[src/rtl/hazard_ctl.sv]
// Pipeline hazard controller: EX/MA destination tracking, registered EX forward selects, load-use and mul/div stalls.
// Define HAZARD_FWD_EN to enable forwarding; otherwise any in-flight producer stalls until it reaches WB.
module hazard_ctl #(
   parameter int MD_LAT          = 32,
   parameter int MUX_FWD_RF_NBIT = 2
) (
   input  logic                       clk,
   input  logic                       rst,
   input  logic                       id_valid,
   input  logic [4:0]                 id_rs,
   input  logic [4:0]                 id_rt,
   input  logic                       id_use_rs,
   input  logic                       id_use_rt,
   input  logic [4:0]                 id_wreg,
   input  logic                       id_wen,
   input  logic                       id_is_load,
   input  logic                       id_is_md,
   input  logic                       id_md_read,
   input  logic                       ex_flush,
   output logic                       stall_if_id,
   output logic                       bubble_ex,
   output logic [MUX_FWD_RF_NBIT-1:0] mux_fwd_rf_a,
   output logic [MUX_FWD_RF_NBIT-1:0] mux_fwd_rf_b,
   output logic                       md_busy
);

   localparam int CW = $clog2(MD_LAT + 1);
   localparam logic [CW-1:0] MD_INIT = CW'(MD_LAT);
   localparam logic [MUX_FWD_RF_NBIT-1:0] MUX_FWD_RF_NORM = MUX_FWD_RF_NBIT'(0);

   // A producer already in WB is covered by the register file write-through, so only EX and MA are tracked.
   logic          ex_v, ex_wen, ex_ld;
   logic [4:0]    ex_wreg;
   logic          ma_v, ma_wen;
   logic [4:0]    ma_wreg;
   logic [CW-1:0] md_cnt;

   logic hz_en, issue;
   logic ex_hit_rs, ex_hit_rt, ma_hit_rs, ma_hit_rt;
   logic data_stall, md_stall;

   assign hz_en = id_valid & ~ex_flush;

   assign ex_hit_rs = ex_v & ex_wen & (ex_wreg == id_rs) & (id_rs != 5'd0) & id_use_rs;
   assign ex_hit_rt = ex_v & ex_wen & (ex_wreg == id_rt) & (id_rt != 5'd0) & id_use_rt;
   assign ma_hit_rs = ma_v & ma_wen & (ma_wreg == id_rs) & (id_rs != 5'd0) & id_use_rs;
   assign ma_hit_rt = ma_v & ma_wen & (ma_wreg == id_rt) & (id_rt != 5'd0) & id_use_rt;

   assign md_busy  = (md_cnt != '0);
   assign md_stall = hz_en & md_busy & (id_is_md | id_md_read);

`ifdef HAZARD_FWD_EN
   localparam logic [MUX_FWD_RF_NBIT-1:0] MUX_FWD_RF_TMP = MUX_FWD_RF_NBIT'(1);
   localparam logic [MUX_FWD_RF_NBIT-1:0] MUX_FWD_RF_DAT = MUX_FWD_RF_NBIT'(2);

   assign data_stall = hz_en & ex_ld & (ex_hit_rs | ex_hit_rt);

   function automatic logic [MUX_FWD_RF_NBIT-1:0] fwd_sel(input logic ex_hit, input logic ma_hit);
      if (ex_hit)
         return MUX_FWD_RF_TMP;
      else if (ma_hit)
         return MUX_FWD_RF_DAT;
      else
         return MUX_FWD_RF_NORM;
   endfunction

   always_ff @(posedge clk) begin
      if (rst) begin
         mux_fwd_rf_a <= MUX_FWD_RF_NORM;
         mux_fwd_rf_b <= MUX_FWD_RF_NORM;
      end else if (issue) begin
         mux_fwd_rf_a <= fwd_sel(ex_hit_rs, ma_hit_rs);
         mux_fwd_rf_b <= fwd_sel(ex_hit_rt, ma_hit_rt);
      end else begin
         mux_fwd_rf_a <= MUX_FWD_RF_NORM;
         mux_fwd_rf_b <= MUX_FWD_RF_NORM;
      end
   end
`else
   logic [1:0] unused_ld;

   // Without forwarding a load is no different from any other producer.
   assign unused_ld    = {id_is_load, ex_ld};
   assign data_stall   = hz_en & (ex_hit_rs | ex_hit_rt | ma_hit_rs | ma_hit_rt);
   assign mux_fwd_rf_a = MUX_FWD_RF_NORM;
   assign mux_fwd_rf_b = MUX_FWD_RF_NORM;
`endif

   assign stall_if_id = data_stall | md_stall;
   assign bubble_ex   = stall_if_id;
   assign issue       = hz_en & ~stall_if_id;

   always_ff @(posedge clk) begin
      if (rst) begin
         ex_v    <= 1'b0;
         ex_wen  <= 1'b0;
         ex_ld   <= 1'b0;
         ex_wreg <= '0;
         ma_v    <= 1'b0;
         ma_wen  <= 1'b0;
         ma_wreg <= '0;
      end else begin
         ma_v    <= ex_v;
         ma_wen  <= ex_wen;
         ma_wreg <= ex_wreg;
         ex_v    <= issue;
         ex_wen  <= issue & id_wen;
         ex_ld   <= issue & id_is_load;
         ex_wreg <= issue ? id_wreg : '0;
      end
   end

   always_ff @(posedge clk) begin
      if (rst)
         md_cnt <= '0;
      else if (issue & id_is_md)
         md_cnt <= MD_INIT;
      else if (md_cnt != '0)
         md_cnt <= md_cnt - CW'(1);
   end

endmodule

[config.mk]
export PLATFORM = sky130hd
export DESIGN_NAME = hazard_ctl
export DESIGN_NICKNAME = d
export VERILOG_FILES = /design/src/rtl/hazard_ctl.sv
export SDC_FILE = /design/constraint.sdc
export NUM_CORES = 1
export LEC_CHECK = 0
export CAP_MARGIN = 20
export CELL_PAD_IN_SITES_DETAIL_PLACEMENT = 1
export CELL_PAD_IN_SITES_GLOBAL_PLACEMENT = 2
export CORE_ASPECT_RATIO = 0.7
export CORE_MARGIN = 2
export CORE_UTILIZATION = 29
export DETAILED_ROUTE_END_ITERATION = 12
export PLACE_DENSITY = 0.82
export SLEW_MARGIN = 20
export SYNTH_ARGS = -nofsm -noshare
export SYNTH_HDL_FRONTEND = slang
export SYNTH_SLANG_ARGS = --single-unit
[constraint.sdc]
create_clock -name clk -period 8.64 [get_ports clk]
set_clock_uncertainty 0.2 [all_clocks]
set_input_delay 2.592 -clock clk [delete_from_list [all_inputs] [get_ports clk]]
set_output_delay 2.592 -clock clk [all_outputs]
set_load 0.005 [all_outputs]
==> metrics, run 1 <==
Post-synth EDFFs 0; Required @ worst endpoint 5.85 ns; number of cells on the critical path 7; Netlist cell types 32; H-Tree Depth 1; Seq cells post-synth 20; Worst Path Arrival 4.97 ns; crit path launch id_rt[3]; vias in the first global route 819; routed vias/inst 4.543; status finished clean; dpl ws 0.8946 ns; routing usage on met3 3.734%; TritonCTS clock tree done; setup ws final 0.8773 ns; register area 400.4 µm²; most common cell after layout, fill and taps aside clkdlybuf4s50_1; GRT Util Overall 13.18%; end point of the critical path bubble_ex; Clock Latency Late Sink 0.27 ns; Worst R2R End ex_v; r2r setup slk 6.43 ns; post_cts resized 0; setup_tns 0 ns; Slew @ Worst Pin 0.7761 ns; DIE WIDTH 76.93 µm; clock share of power 27.2%; met1 usage 17.47%; Fillers 416; Min-Delay Path Class register to register; worst-path fanout max 8; clock sinks 20; n_diodes 0; grt peak-use layer met2; CTS buffer count 3; most frequent cells in the layout clkdlybuf4s50_1, xor2_1, dfxtp_1, nor2_1, nor2b_1; RSZ-0062 raised after global routing false; Max-Cap Viols 0; cell leakage power 0.5662 nW; top_reg_cell synth dfxtp_1; DR vias 854; layout cells sized above 1 9.420%; Flop pwr share 34.0%; PD cells 243.7 mW/mm²; Comb power frac 38.7%; GRT overflow 0; drt first-iter violations 18; DRC 0; Die Y 55.05 µm; mapped cell area 0.001080 mm²; Antenna Nets Post-Route 0; highest clock rate 128.8 MHz; gpl congestion 0.8371; critical path endpoint category primary output; GR Util met2 20.18%; Cells after Synth 113; global-route wire length before repair 4.084 mm; final WL 2.607 mm; initial core utilization 30.54%; Post-synth ARST share 0%; Crit path top cell by count clkdlybuf4s50_1; clock slew at reported path FFs 0.07 ns; cell area after layout 0.001436 mm²; final slew viol count 0; Clock Path Buffers 2; Seq/Total Area, Yosys 37.08%; Syn-to-layout area delta 33.02%; I/O Buffers 26; CORE AREA 0.003536 mm²; worst-path cell chain clkdlybuf4s50_1 -> xor2_1 -> nor4_1 -> a22oi_1 -> o221ai_2 -> and2_1 -> clkdlybuf4s50_1; WL/cell 13.87 µm; Root Driver clkbuf_8; switch share 31.76%; Core Util, Final 40.62%; Die ar. 0.004235 mm²; I/O pin cnt 32; sw power 0.0001112 W; mean area per synthesized cell 9.556 µm²; relative slew slack 48.10%; Setup Fix Bufs, Post-CTS 0; slowest stage cell, crit path clkdlybuf4s50_1; Worst R2R Start md_cnt[0]; synth warn 0; Hold-fix buffers, CTS 0; WP buf/inv 2; final hold vios 0; critical path type input port to primary output; period utilisation layout 89.85%; Pint 0.0002389 W; CP top delay family buffers and inverters; antenna violations before repair 0; final net count 165; # setup viols final 0; Crit path largest cell delay 0.52 ns; footprint of the multi-input gates 630.6 µm²; Final Critical Period 7.763 ns; pin count of the biggest net entering global routing 21; Startpoint Class input port; FF-to-FF path depth 8; FP Rows 18; worst vdd ir 0.08564 mV; drt pass-1 iters 4; placed cell area 0.001365 mm²
## kinds of logic (layout without fill, tap and decap cells)
kind of cell	count (synthesis)	after routing	synth area share, %
XOR/XNOR	23	23	18.66
buffers and inverters	11	33	5.562
adder cells (fa/ha/maj)	1	1	1.159
multiplexers	1	1	1.043
flip-flops	20	20	37.08
AO/OA/AOI/OAI	10	10	10.31
other	1	4	0.3473
AND/OR/NAND/NOR	46	46	25.84
## sequential cells by signal, indices dropped and copies added (netlist names)
register and flops:
ma_wen 1, ma_wreg 5, md_cnt 6, ex_wreg 5
ma_v 1, ex_wen 1, ex_v 1
## cell type report
class / instances / area share, %
multi-input cells: 85 / 43.90
flip-flops and latches: 20 / 27.87
repair buffers: 26 / 18.12
well taps: 50 / 4.355
clock buffers: 3 / 2.875
clock inverters: 1 / 2.091
inverters: 3 / 0.7840
## worst register-to-register path, stage by stage, from the launching register on
cell and delay, ns:
dfxtp_1 0.32, inv_1 0.08, ha_1 0.22, or3b_4 0.43
nor3_4 0.25, inv_2 0.12, o21ai_2 0.08, o221ai_2 0.20
nor3b_2 0.23
## metal layers
metal	vias to the layer above	wire length (µm)	share of wire [%]
li1	424	-	-
met1	398	1292	50
met2	27	1110	43
met3	5	163	6.3
met4	0	40	1.5
met5	-	0	0
## stage by stage
stage	total power, W	hold slack (ns)	cells
after floorplan	0.0002166	0.2379	116
after global placement	0.0002524	0.2480	184
after detailed placement	0.0002571	0.2567	184
after CTS	0.0003531	0.2690	188
after global routing	0.0003715	0.2991	188
final	0.0003500	0.2656	188
## worst min-delay path by stage
stage            from     end  cells past startpoint  slack [ns]
2_1_floorplan  ex_wen  ma_wen                      1        0.24
3_3_place_gp   ex_wen  ma_wen                      1        0.25
3_5_place_dp   ex_wen  ma_wen                      1        0.26
4_1_cts        ex_wen  ma_wen                      1        0.27
5_1_grt        ex_wen  ma_wen                      1        0.30
6_report       ex_wen  ma_wen                      1        0.27
## synthesized netlist by cell type, types with 2 or more instances
library cell | number | area [µm²]
dfxtp_1 | 20 | 400.4
xor2_1 | 20 | 175.2
nor2_1 | 13 | 48.80
nor2b_1 | 8 | 50.05
nand3b_1 | 6 | 45.04
buf_4 | 5 | 37.54
nor3_1 | 4 | 20.02
nor4_1 | 4 | 25.02
xnor2_1 | 3 | 26.28
a22oi_1 | 2 | 15.01
clkbuf_1 | 2 | 7.510
inv_1 | 2 | 7.510
nand2_1 | 2 | 7.510
nor3b_1 | 2 | 15.01
o21ai_1 | 2 | 10.01
or4_1 | 2 | 15.01
## power groups by stage
stage / clock network [W] / logic [W] / registers [W]
after global placement: 0 / 0.000132 / 0.000120
after detailed placement: 0 / 0.000136 / 0.000121
after global routing: 0.000101 / 0.000149 / 0.000121
after CTS: 0.0000968 / 0.000137 / 0.000119
after floorplan: 0 / 0.0000987 / 0.000118
final: 0.0000953 / 0.000136 / 0.000119
Note: power is estimated with default switching activity, not from simulation.
==> run 2: changes to the inputs <==
--- a/config.mk
+++ b/config.mk
@@ -9,7 +9,6 @@
 export CELL_PAD_IN_SITES_DETAIL_PLACEMENT = 1
 export CELL_PAD_IN_SITES_GLOBAL_PLACEMENT = 2
 export CORE_ASPECT_RATIO = 0.7
-export CORE_MARGIN = 2
 export CORE_UTILIZATION = 29
 export DETAILED_ROUTE_END_ITERATION = 12
 export PLACE_DENSITY = 0.82
==> run 2 against run 1 <==
Routed wire length decreased by 6.9%. Maximum frequency increased by 1.3%. Critical path depth decreased by 1. Register-to-register slack improved by 0.04 ns. Largest power group unchanged. Sequential power about the same.
==> metrics, run 2 (synthesis results as in run 1) <==
r2r setup slk 6.47 ns (+0.04 ns); DRC 0 (unchanged); Min-Delay Path Class register to register; I/O pin cnt 32 (unchanged); layout cells sized above 1 9.420% (unchanged); Required @ worst endpoint 5.85 ns (about the same); critical path type input port to primary output; period utilisation layout 88.73% (-1.1 points); status finished clean; Hold-fix buffers, CTS 0 (unchanged); setup_tns 0 ns (unchanged); pin count of the biggest net entering global routing 21 (unchanged); Max-Cap Viols 0 (unchanged); relative slew slack 49.09% (+0.99 points); Root Driver clkbuf_8; power consumption 0.0003232 W (-7.7%); final hold vios 0 (unchanged); final slew viol count 0 (unchanged); Clock Latency Late Sink 0.26 ns (about the same); clock sinks 20 (unchanged); most common cell after layout, fill and taps aside clkdlybuf4s50_1; worst vdd ir 0.1534 mV (+79%); CTS buffer count 3 (unchanged); I/O Buffers 26 (unchanged); global-route wire length before repair 3.822 mm (-6.4%); Reg with most FFs md_cnt; drt pass-1 iters 4 (unchanged); most frequent cells in the layout clkdlybuf4s50_1, xor2_1, dfxtp_1, nor2_1, nor2b_1; Largest register FFs 6 (unchanged); Clock Path Buffers 2 (unchanged); post-detail-place hpwl 1.940 mm; final net count 165 (unchanged); post_cts resized 0 (unchanged); RSZ-0062 raised after global routing false; Die Y 53.05 µm (-3.6%); Syn-to-layout area delta 31.52%; clock slew at reported path FFs 0.07 ns (about the same); Fillers 417 (+0.24%); DIE WIDTH 74.93 µm (-2.6%); WL/cell 12.91 µm (-6.9%); Slew @ Worst Pin 0.7613 ns (-0.01483 ns); CORE AREA 0.003536 mm² (unchanged); Startpoint Class input port; FP Rows 18 (unchanged); critical path endpoint category primary output; routed vias/inst 4.553 (+0.23%); DR vias 856 (+0.23%); Die ar. 0.003975 mm² (-6.1%); TritonCTS clock tree done; GRT overflow 0 (unchanged); worst-path fanout max 8 (unchanged); H-Tree Depth 1 (unchanged); # setup viols final 0 (unchanged); highest clock rate 130.4 MHz (+1.3%); Antenna Nets Post-Route 0 (unchanged); final WL 2.428 mm (-6.9%); Setup Fix Bufs, Post-CTS 0 (unchanged); Worst Path Arrival 4.87 ns (-0.10 ns); largest registers md_cnt (6), ex_wreg (5), ma_wreg (5); GRT Util Overall 13.58% (+0.40 points); PD cells 227.6 mW/mm² (-6.6%); n_diodes 0 (unchanged); vias in the first global route 836 (+2.1%); Final Critical Period 7.666 ns (-0.09670 ns); gpl congestion 0.7588 (-9.4%); antenna violations before repair 0 (unchanged); cell leakage power 0.5593 nW (-1.2%); initial core utilization 30.54% (unchanged); drt first-iter violations 17 (-1)
[run 2: cell types whose count changed in the layout (fill, tap and decap cells not counted)]
cell       before  now
bufinv_16       1    0
clkbuf_8        3    4
[run 2: path summary, 6_finish.rpt]
kind | startpoint | endpoint | cells past startpoint
hold / removal | ex_v | ma_v | 1
setup reg to reg | md_cnt[0] | ex_v | 8
hold reg to reg | ex_v | ma_v | 1
setup / recovery | id_rs[1] | stall_if_id | 6
[run 2: power by group]
group	internal (W)	switching (W)	total, W
Sequential	0.000106	0.0000127	0.000119
Combinational	0.0000708	0.0000619	0.000133
Clock	0.0000406	0.0000311	0.0000717
Total	0.000218	0.000106	0.000323
[run 2: critical path, cell delays in order]
cell and delay (ns):
clkdlybuf4s50_1 0.48, or4_1 0.56, o21ai_1 0.31, o221ai_2 0.25
and2_1 0.23, clkdlybuf4s50_1 0.44
[run 2: final cells by class]
class                   instances  area [µm²]  area share [%]
repair buffers                 26       260.3           18.33
clock buffers                   4       55.05           3.877
inverters                       3       11.26          0.7930
flip-flops and latches         20       400.4           28.19
well taps                      50       62.56           4.405
multi-input cells              85       630.6           44.41
[run 2: per-stage QoR]
step | instance area (µm²) | setup WS (ns) | utilization (%) | cells | hold slack [ns]
after global routing | 1420 | 0.8569 | 40.16 | 188 | 0.2886
after CTS | 1420 | 0.9410 | 40.16 | 188 | 0.2728
after floorplan | 1091 | 1.977 | - | 116 | 0.2379
after detailed placement | 1365 | 0.9538 | 38.61 | 184 | 0.2625
after global placement | 1365 | 0.9508 | 38.61 | 184 | 0.2527
final | 1420 | 0.9740 | 40.16 | 188 | 0.2681
[run 2: per-layer routing]
metal / vias up / wire (µm) / global-route usage, %
li1: 422 / - / -
met1: 403 / 1233 / 17.09
met2: 27 / 1028 / 21.47
met3: 4 / 127 / 4.190
met4: 0 / 39 / 5.660
met5: - / 0 / 0
